===== config.mk =====
export PLATFORM = sky130hd
export DESIGN_NAME = bpred_history_table
export DESIGN_NICKNAME = d
export VERILOG_FILES = /design/src/rtl/bpred_history_table.sv
export SDC_FILE = /design/constraint.sdc
export NUM_CORES = 1
export LEC_CHECK = 0
export CORE_AREA = 2 2 39 41
export CTS_BUF_LIST = sky130_fd_sc_hd__clkbuf_8
export CTS_CLUSTER_SIZE = 16
export DETAILED_ROUTE_END_ITERATION = 7
export DIE_AREA = 0 0 41 43
export PLACE_DENSITY = 0.81
export SLEW_MARGIN = 40
export SYNTH_ARGS = -nofsm -noshare
export SYNTH_HDL_FRONTEND = slang
export SYNTH_SLANG_ARGS = --single-unit

===== constraint.sdc =====
create_clock -name clock -period 3.7 [get_ports clock]
set_input_delay 0.74 -clock clock [delete_from_list [all_inputs] [get_ports clock]]
set_output_delay 0.74 -clock clock [all_outputs]
set_load 0.02 [all_outputs]

===== src/rtl/bpred_history_table.sv =====
// Two-level branch predictor front half: global history register plus a table of
// 2-bit saturating counters, read combinationally and trained from resolved branches.
module bpred_history_table #(
    parameter int         HIST_BITS = 2,
    parameter logic [1:0] INIT_CTR  = 2'b00
) (
    input  logic                 clock,
    input  logic                 reset,
    input  logic                 stall,
    input  logic                 lookup_valid,
    output logic [1:0]           sat_counter_2bit,
    output logic [HIST_BITS-1:0] lookup_index,
    input  logic                 upd_valid,
    input  logic [HIST_BITS-1:0] upd_index,
    input  logic                 upd_taken,
    input  logic                 upd_mispredict,
    output logic [HIST_BITS-1:0] arch_bhr
);
    localparam int DEPTH = 1 << HIST_BITS;

    logic [HIST_BITS-1:0] specBhr;
    logic [HIST_BITS-1:0] archNext;
    logic [HIST_BITS-1:0] specShifted;
    logic [1:0]           bpt [DEPTH];
    logic [1:0]           curCtr;
    logic [1:0]           updCtr;
    logic                 predTaken;
    logic                 repair;

    assign sat_counter_2bit = bpt[specBhr];
    assign lookup_index     = specBhr;
    assign predTaken        = sat_counter_2bit[1];
    assign repair           = upd_valid & upd_mispredict;

    // Newest outcome always lands in bit 0; a 1-bit history is just the last outcome.
    generate
        if (HIST_BITS == 1) begin : gNarrow
            assign archNext    = upd_taken;
            assign specShifted = predTaken;
        end else begin : gWide
            assign archNext    = {arch_bhr[HIST_BITS-2:0], upd_taken};
            assign specShifted = {specBhr[HIST_BITS-2:0], predTaken};
        end
    endgenerate

    always_comb begin
        curCtr = bpt[upd_index];
        updCtr = curCtr;
        if (upd_taken) begin
            if (curCtr != 2'd3) updCtr = curCtr + 2'd1;
        end else begin
            if (curCtr != 2'd0) updCtr = curCtr - 2'd1;
        end
    end

    // No write-to-read bypass: a same-cycle lookup sees the old counter.
    always_ff @(posedge clock) begin
        if (reset) begin
            specBhr  <= '0;
            arch_bhr <= '0;
            for (int i = 0; i < DEPTH; i++) bpt[i] <= INIT_CTR;
        end else begin
            if (upd_valid) begin
                bpt[upd_index] <= updCtr;
                arch_bhr       <= archNext;
            end
            if (repair)
                specBhr <= archNext;
            else if (lookup_valid && !stall)
                specBhr <= specShifted;
        end
    end
endmodule


### Yosys cells after proc, flatten, opt, wreduce, memory -nomap -nowiden

Memory sizes are Yosys's and may differ from the RTL's. A register that Yosys moved wholly into a read port is not among the register bits.
Cells that the tools add are included.

| cells by class | value |
|---|---|
| add/sub/neg operators | 2 |
| eq/ne operators | 1 |
| mux-type cells | 15 |
| bitwise logic cells | 1 |
| reductions and logical operators | 5 |

Operator list:

| operator | count |
|---|---|
| 2-to-1 mux 2 bit | 9 |
| 2-to-1 mux 1 bit | 6 |
| nonzero test 2 bit | 2 |
| adder 2 x 1 -> 2 bit (second input constant) | 1 |
| inequality test 2 bit (second input constant) | 1 |
| OR reduction 2 bit | 1 |
| subtractor 2 x 1 -> 2 bit (second input constant) | 1 |
| AND 1 bit | 1 |
| logical AND 1 bit | 1 |
| logical NOT 1 bit | 1 |

| storage, ports and cells | value |
|---|---|
| register bits after elaboration | 4 |
| bits in writable memories | 8 |
| input bits | 9 |
| output and inout port bits | 6 |
| word-level logic and storage cells | 27 |
| memories kept | 1 |

Memory list:

| memory | depth | bits a word | read ports | clocked after Yosys merged registers in | write ports | RTL line | source |
|---|---|---|---|---|---|---|---|
| bpt | 4 | 2 | 2 | 1 | 4 | 24 | `logic [1:0] bpt [DEPTH];` |

### Depth between registers and ports, before layout

Gate-level depths: netlist (run 1).

| depth | value |
|---|---|
| depth in word-level cells | 6 |
| depth in mapped cells | 4 |
| mapped depth without buffers | 3 |

### Worst setup path before layout (run 1)

OpenSTA, ideal clock, no wires.

| timing | value |
|---|---|
| path kind | input to register |
| from | input upd_index[0] |
| to | memory bpt[1][1] (data pin) |
| library setup time | 0.255 ns |
| arrival | 1.797 ns |
| required time | 3.445 ns |
| setup slack | 1.648 ns |
| stages | 4 |
| path buffers | 1 |
| path through | buf_6 > mux4_2 > maj3_2 > and2_1 |

RTL lines:

| element | RTL line | source |
|---|---|---|
| from (decl) | 14 | `input logic [HIST_BITS-1:0] upd_index,` |
| to (decl) | 24 |  |

==> qor.csv, run 1 <==
stage;metric;value;unit
power_and_ir_drop;seq_power_share;46.7;%
sta;period_needed;2.484;ns
sta;fmax;0.4026;GHz
critical_path;worstPathArrival;2.48;ns
drt;ant_nets;0;
finish;antenna_cells;0;
critical_path;required;3.69;ns
clock_network;cts-root-buf;clkbuf_8;
placement;place_ws;0.9567;ns
grt;grt_pass1_vias;458;
critical_path;crit_path_max_incr_delay;0.64;ns
critical_path;path_class;input pin to register;
clock_network;cts_sinks;14;
synth;ys_seq_elements;14;
sta;setup_violations;0;
grt;gr-total-overflow;0;
die;fp.dieArea;0.001763;mm2
synth;synthMuxAreaShare;18.98;%
synth;synth_xor_xnor_area_share;0;%
clock_network;path_clk_slew;0.05;ns
synth;syn-cell-area;685.7;um2
clock_network;clock_latency;0.24;ns
drt;drc;0;
clock_network;cts_max_path_buffers;2;
clock_network;cts-resized-gates;0;
power_and_ir_drop;pwr-share-comb;15.9;%
finish;final_common_cell;clkdlybuf4s50_1;
critical_path;end_kind;register;
synth;synth_top_family_by_area;multiplexers;
synth;synthSimpleGateAreaFrac;12.41;%
die;coreArea;0.001384;mm2
finish;final_cell_mix;14 x clkdlybuf4s50_1, 8 x edfxtp_1, 6 x dfxtp_1;
power_and_ir_drop;cellPowerDensity;436.8;mW/mm2
drt;wl_per_cell;13.97;um
power_and_ir_drop;p_int;301.8;uW
clock_network;holdBufCountCts;0;
grt;grt_util_all_layers;17.27;%
critical_path;crit_family;buffers and inverters;
power_and_ir_drop;vdd_drop_max;0.2731;mV
power_and_ir_drop;leakagePower;0.3213;nW
power_and_ir_drop;power.share.switching;22.02;%
synth;yosysWarnings;0;
clock_network;cts_htree_levels;1;
sta;slew_violations;0;
power_and_ir_drop;pwr-share-clk;37.4;%
drt;totalWireLength;1.201;mm
grt;grt_max_degree;13;
clock_network;postCtsSetupRepairBufs;0;
grt;grt_pass1_wl;2.007;mm
drt;routed_via_density;5.674;
critical_path;crit_path_start_kind;input pin;
synth;seq_area_frac_synth;52.55;%
critical_path;worst-path-buf-inv;1;
synth;synth_compound_area_share;11.68;%
sta;hold_violations;0;
sta;worstMarginPinSlew;0.3878;ns
die;die_w;41;um
sta;slew_headroom;74.06;%
die;io_pins;15;
synth;syn_inst;54;
die;num_rows;14;
synth;syn-mean-instance-area;12.70;um2
finish;nets;80;
sta;min_period_over_period;67.13;%
die;initial_utilization;49.55;%
worst_hold_path;hold_class;register to register;
drt;dr.pass1.iters;4;
synth;syn_nets;63;
synth;synthAdderAreaFrac;1.642;%
grt;antenna_found_initial;0;
drt;drt-initial-drc-count;14;
power_and_ir_drop;p_switching;85.21;uW
clock_network;cts_tree;done;
finish;drive_above_1_share;12.86;%
critical_path;cp_max_fo;7;
finish;syn2layout_area_growth;29.20;%
drt;num_vias;488;
placement;dp_hpwl;941.5;um
finish;fillers;102;
run_status;outcome;complete, no violations;
die;die_h;43;um
synth;synth.distinct_cells;18;
sta;setup_tns;0;ns
critical_path;path_cells;clkdlybuf4s50_1, mux4_2, maj3_2, and2_1;
sta;rsz0062_at_grt;false;
run;max-cap-violations;0;
placement;place.gp.congestion;0.8501;
placement;io_buffer_count;14;
critical_path;crit_slowest_cell;clkdlybuf4s50_1;
sta;setup_ws;1.216;ns
sta;fin_worst_skew;0.002979;ns
clock_network;cts-buffers-inserted;3;
## worst reg2reg max path, delay by kind of cell, from the launching register on
kind                     cells  cell delay [ns]
multiplexers                 1             0.52
AND/OR/NAND/NOR              1             0.15
adder cells (fa/ha/maj)      1             0.35
flip-flops                   1             0.38
## synth_stat cells (all sizes together)
master  number  area (um2)
a211oi       2       15.01
a21boi       3       22.52
a21oi        1       5.000
and2         3       18.77
buf          1       11.26
clkbuf       1       3.750
dfxtp        6       120.1
edfxtp       8       240.2
inv          1       3.750
maj3         1       11.26
mux2i        4       40.04
mux4         4       90.09
nand2        3       11.26
nand2b       2       12.51
nor2         4       15.01
nor2b        2       12.51
nor3         3       15.01
o21bai       5       37.54
## layer usage
metal	vias to the layer above	global-route usage (%)	part of all wire (%)
li1	235	-	-
met5	-	0	0
met2	17	25.00	51
met3	2	4.712	4.7
met1	234	23.40	43
met4	0	8.000	0.58
## power by group through the flow
stage               combinational [mW]  sequential (mW)  clock (mW)
finish                          0.0616            0.181       0.145
detailed placement              0.0616            0.184           0
floorplan                       0.0335            0.186           0
global placement                0.0603            0.184           0
CTS                             0.0620            0.181       0.146
global route                    0.0672            0.182       0.153
## area by class of cell
type | instances | area, um2 | area share (%)
inverter | 1 | 3.754 | 0.4237
tap | 16 | 20.02 | 2.260
sequential | 14 | 360.3 | 40.68
multi-input combinational | 37 | 306.5 | 34.60
clock buffer | 4 | 55.05 | 6.215
timing repair buffer | 14 | 140.1 | 15.82
## per-stage QoR
| stage | instances | power, mW | instance area, um2 | hold slack [ns] | util [%] |
|---|---|---|---|---|---|
| after floorplan | 54 | 0.2191 | 685.7 | 0.5833 | - |
| after global placement | 82 | 0.2443 | 830.8 | 0.4777 | 60.04 |
| after detailed placement | 82 | 0.2458 | 830.8 | 0.4839 | 60.04 |
| after CTS | 86 | 0.3886 | 885.9 | 0.4966 | 64.01 |
| after global routing | 86 | 0.4029 | 885.9 | 0.5549 | 64.01 |
| final | 86 | 0.3870 | 885.9 | 0.4946 | 64.01 |
## cells by family (layout without fill, tap and decap cells)
family / Yosys count / in the layout
flip-flops: 14 / 14
multiplexers: 8 / 8
AND/OR/NAND/NOR: 17 / 17
AO/OA/AOI/OAI: 11 / 11
buffers and inverters: 3 / 19
adder cells (fa/ha/maj): 1 / 1
## path summary, 6_finish.rpt
| check | cells past startpoint | from | slack (ns) | end |
|---|---|---|---|---|
| min reg2reg | 2 | arch_bhr[1] | 0.49 | arch_bhr[1] |
| min | 2 | arch_bhr[1] | 0.49 | arch_bhr[1] |
| max reg2reg | 3 | bpt[3][1] | 2.04 | bpt[0][1] |
| max | 4 | upd_index[0] | 1.22 | bpt[0][1] |
Note: power is estimated with default switching activity, not from simulation.
==> inputs of run 2 (changes only) <==
Settings changed: CORE_AREA 2 2 39 41 to not set, CORE_MARGIN set to 2, CORE_UTILIZATION set to 50, DIE_AREA 0 0 41 43 to not set, PLACE_DENSITY 0.81 to 0.79.
Clock period 3.7 ns to 2.3 ns, I/O delays scaled along.
==> run 2 against run 1 <==
- first-iteration DRC count increased by 36%
- wire length rose by 9.9%
- register-to-register slack got worse by 1.4 ns
- global-route usage grew 2.7 points
- total power increased by 53%
- sequential share of layout area up 0.17 points
- critical path type is now register to output pin
- largest cell class unchanged
==> qor.csv, run 2 (synthesis gave the netlist of run 1 again) <==
stage;metric;value;unit
clock_network;cts-root-buf;clkbuf_8;
die;fp.dieArea;0.001683;mm2
finish;nets;81;
die;io_pins;15;
sta;slew_headroom;75.60;%
clock_network;cts_tree;done;
clock_network;postCtsSetupRepairBufs;0;
sta;hold_violations;0;
finish;syn2layout_area_growth;28.65;%
grt;gr-total-overflow;0;
drt;drt-initial-drc-count;19;
critical_path;rrSetupSlack;0.64;ns
sta;slew_violations;0;
critical_path;reg2reg_depth;3;
run_status;outcome;complete, no violations;
sta;fmax;0.4609;GHz
die;die_w;41.03;um
power_and_ir_drop;pwr-share-comb;16.9;%
sta;worstMarginPinSlew;0.3649;ns
critical_path;reg2reg_to;bpt[2][1];
placement;place.gp.congestion;0.9382;
drt;dr.pass1.iters;4;
drt;ant_nets;0;
sta;period_needed;2.170;ns
die;die_h;41.03;um
placement;place_ws;-0.0006628;ns
clock_network;holdBufCountCts;0;
power_and_ir_drop;p_switching;139.0;uW
drt;wl_per_cell;15.35;um
grt;grt-busiest-layer;met2;
clock_network;cts_htree_levels;1;
power_and_ir_drop;total_power;592.3;uW
sta;rsz0062_at_grt;false;
clock_network;path_clk_slew;0.06;ns
grt;globalRouteMet1Util;27.34;%
finish;final_common_cell;clkdlybuf4s50_1;
power_and_ir_drop;pwr-share-clk;33.7;%
clock_network;cts_max_path_buffers;2;
grt;grt_pass1_wl;1.994;mm
critical_path;required;1.84;ns
power_and_ir_drop;cellPowerDensity;671.5;mW/mm2
power_and_ir_drop;p_int;453.4;uW
sta;setup_violations;0;
power_and_ir_drop;seq_power_share;49.4;%
worst_hold_path;hold_class;register to register;
power_and_ir_drop;leakagePower;0.3243;nW
die;coreArea;0.001285;mm2
sta;fin_worst_skew;0.006130;ns
drt;drc;0;
grt;grt_use_met2;28.13;%
grt;grt_util_all_layers;19.95;%
grt;grt_max_degree;13;
die;num_rows;13;
critical_path;crit_path_start_kind;register;
grt;use_met3;6.522;%
clock_network;cts-resized-gates;0;
power_and_ir_drop;power.share.switching;23.46;%
finish;final_cell_mix;14 x clkdlybuf4s50_1, 8 x edfxtp_1, 6 x dfxtp_1;
clock_network;cts-buffers-inserted;3;
grt;antenna_found_initial;0;
finish;fin_area;882.1;um2
critical_path;regToRegStartpoint;bpt[3][1];
worst_hold_path;whs_endpoint;arch_bhr[1];
placement;placed_cell_area;837.1;um2
critical_path;worstPathArrival;1.71;ns
sta;setup_ws;0.1305;ns
finish;drive_above_1_share;12.68;%
clock_network;clock_latency;0.25;ns
worst_hold_path;hold_path_depth;2;
clock_network;cts_sinks;14;
critical_path;cp_max_fo;2;
finish;antenna_cells;0;
power_and_ir_drop;vdd_drop_max;0.4789;mV
drt;num_vias;502;
drt;totalWireLength;1.320;mm
placement;dp_hpwl;1.030;mm
worst_hold_path;hp-start;arch_bhr[1];
sta;min_period_over_period;94.33;%
critical_path;end_kind;output pin;
critical_path;path_class;register to output pin;
drt;routed_via_density;5.837;
run;max-cap-violations;0;
grt;grt_pass1_vias;447;
die;initial_utilization;53.36;%
placement;io_buffer_count;14;
[run 2: changes by cell type in the layout (fill, tap and decap cells not counted)]
cell,delta
buf_4,+1
clkbuf_8,-1
inv_1,+1
[run 2: worst max path at each step]
stage          slack, ns                   to  cells after the start    startpoint
4_1_cts             0.11  sat_counter_2bit[1]                      2      register
5_1_grt             0.08  sat_counter_2bit[1]                      2      register
3_5_place_dp     -0.0007            bpt[2][1]                      4  upd_index[0]
3_3_place_gp        0.02            bpt[2][1]                      4  upd_index[0]
2_1_floorplan       0.53            bpt[1][1]                      4  upd_index[0]
6_report            0.13  sat_counter_2bit[1]                      2      register
[run 2: power by group through the flow]
| stage | Combinational, mW | Sequential (mW) | Clock, mW |
|---|---|---|---|
| floorplan | 0.0539 | 0.299 | 0 |
| global placement | 0.0970 | 0.297 | 0 |
| detailed placement | 0.0994 | 0.297 | 0 |
| CTS | 0.100 | 0.293 | 0.199 |
| global route | 0.106 | 0.294 | 0.210 |
| finish | 0.0999 | 0.293 | 0.200 |
[run 2: area by class of cell]
cell class	instances	area, um2
Clock inverter	1	3.754
Tap cell	15	18.77
Timing Repair Buffer	15	147.6
Inverter	1	3.754
Multi-Input combinational cell	37	306.5
Sequential cell	14	360.3
Fill cell	98	402.9
Clock buffer	3	41.29
[run 2: critical path: stages, from the launching register on]
cell	delay (ns)
dfxtp_1	0.38
mux4_2	0.54
clkdlybuf4s50_1	0.55
[run 2: metrics by stage]
stage               setup TNS, ns  cells  hold slack, ns  util (%)
floorplan                       0     54          0.5833         -
global placement                0     82          0.4753     65.14
detailed placement     -0.0006628     82          0.4935     65.14
CTS                             0     86          0.5209     68.65
global route                    0     86          0.5426     68.65
finish                          0     86          0.5130     68.65
[run 2: per-layer routing]
metal	share of wire [%]	vias to the layer above
li1	-	239
met1	45	237
met2	46	24
met3	7.5	2
met4	1.4	0
met5	0	-
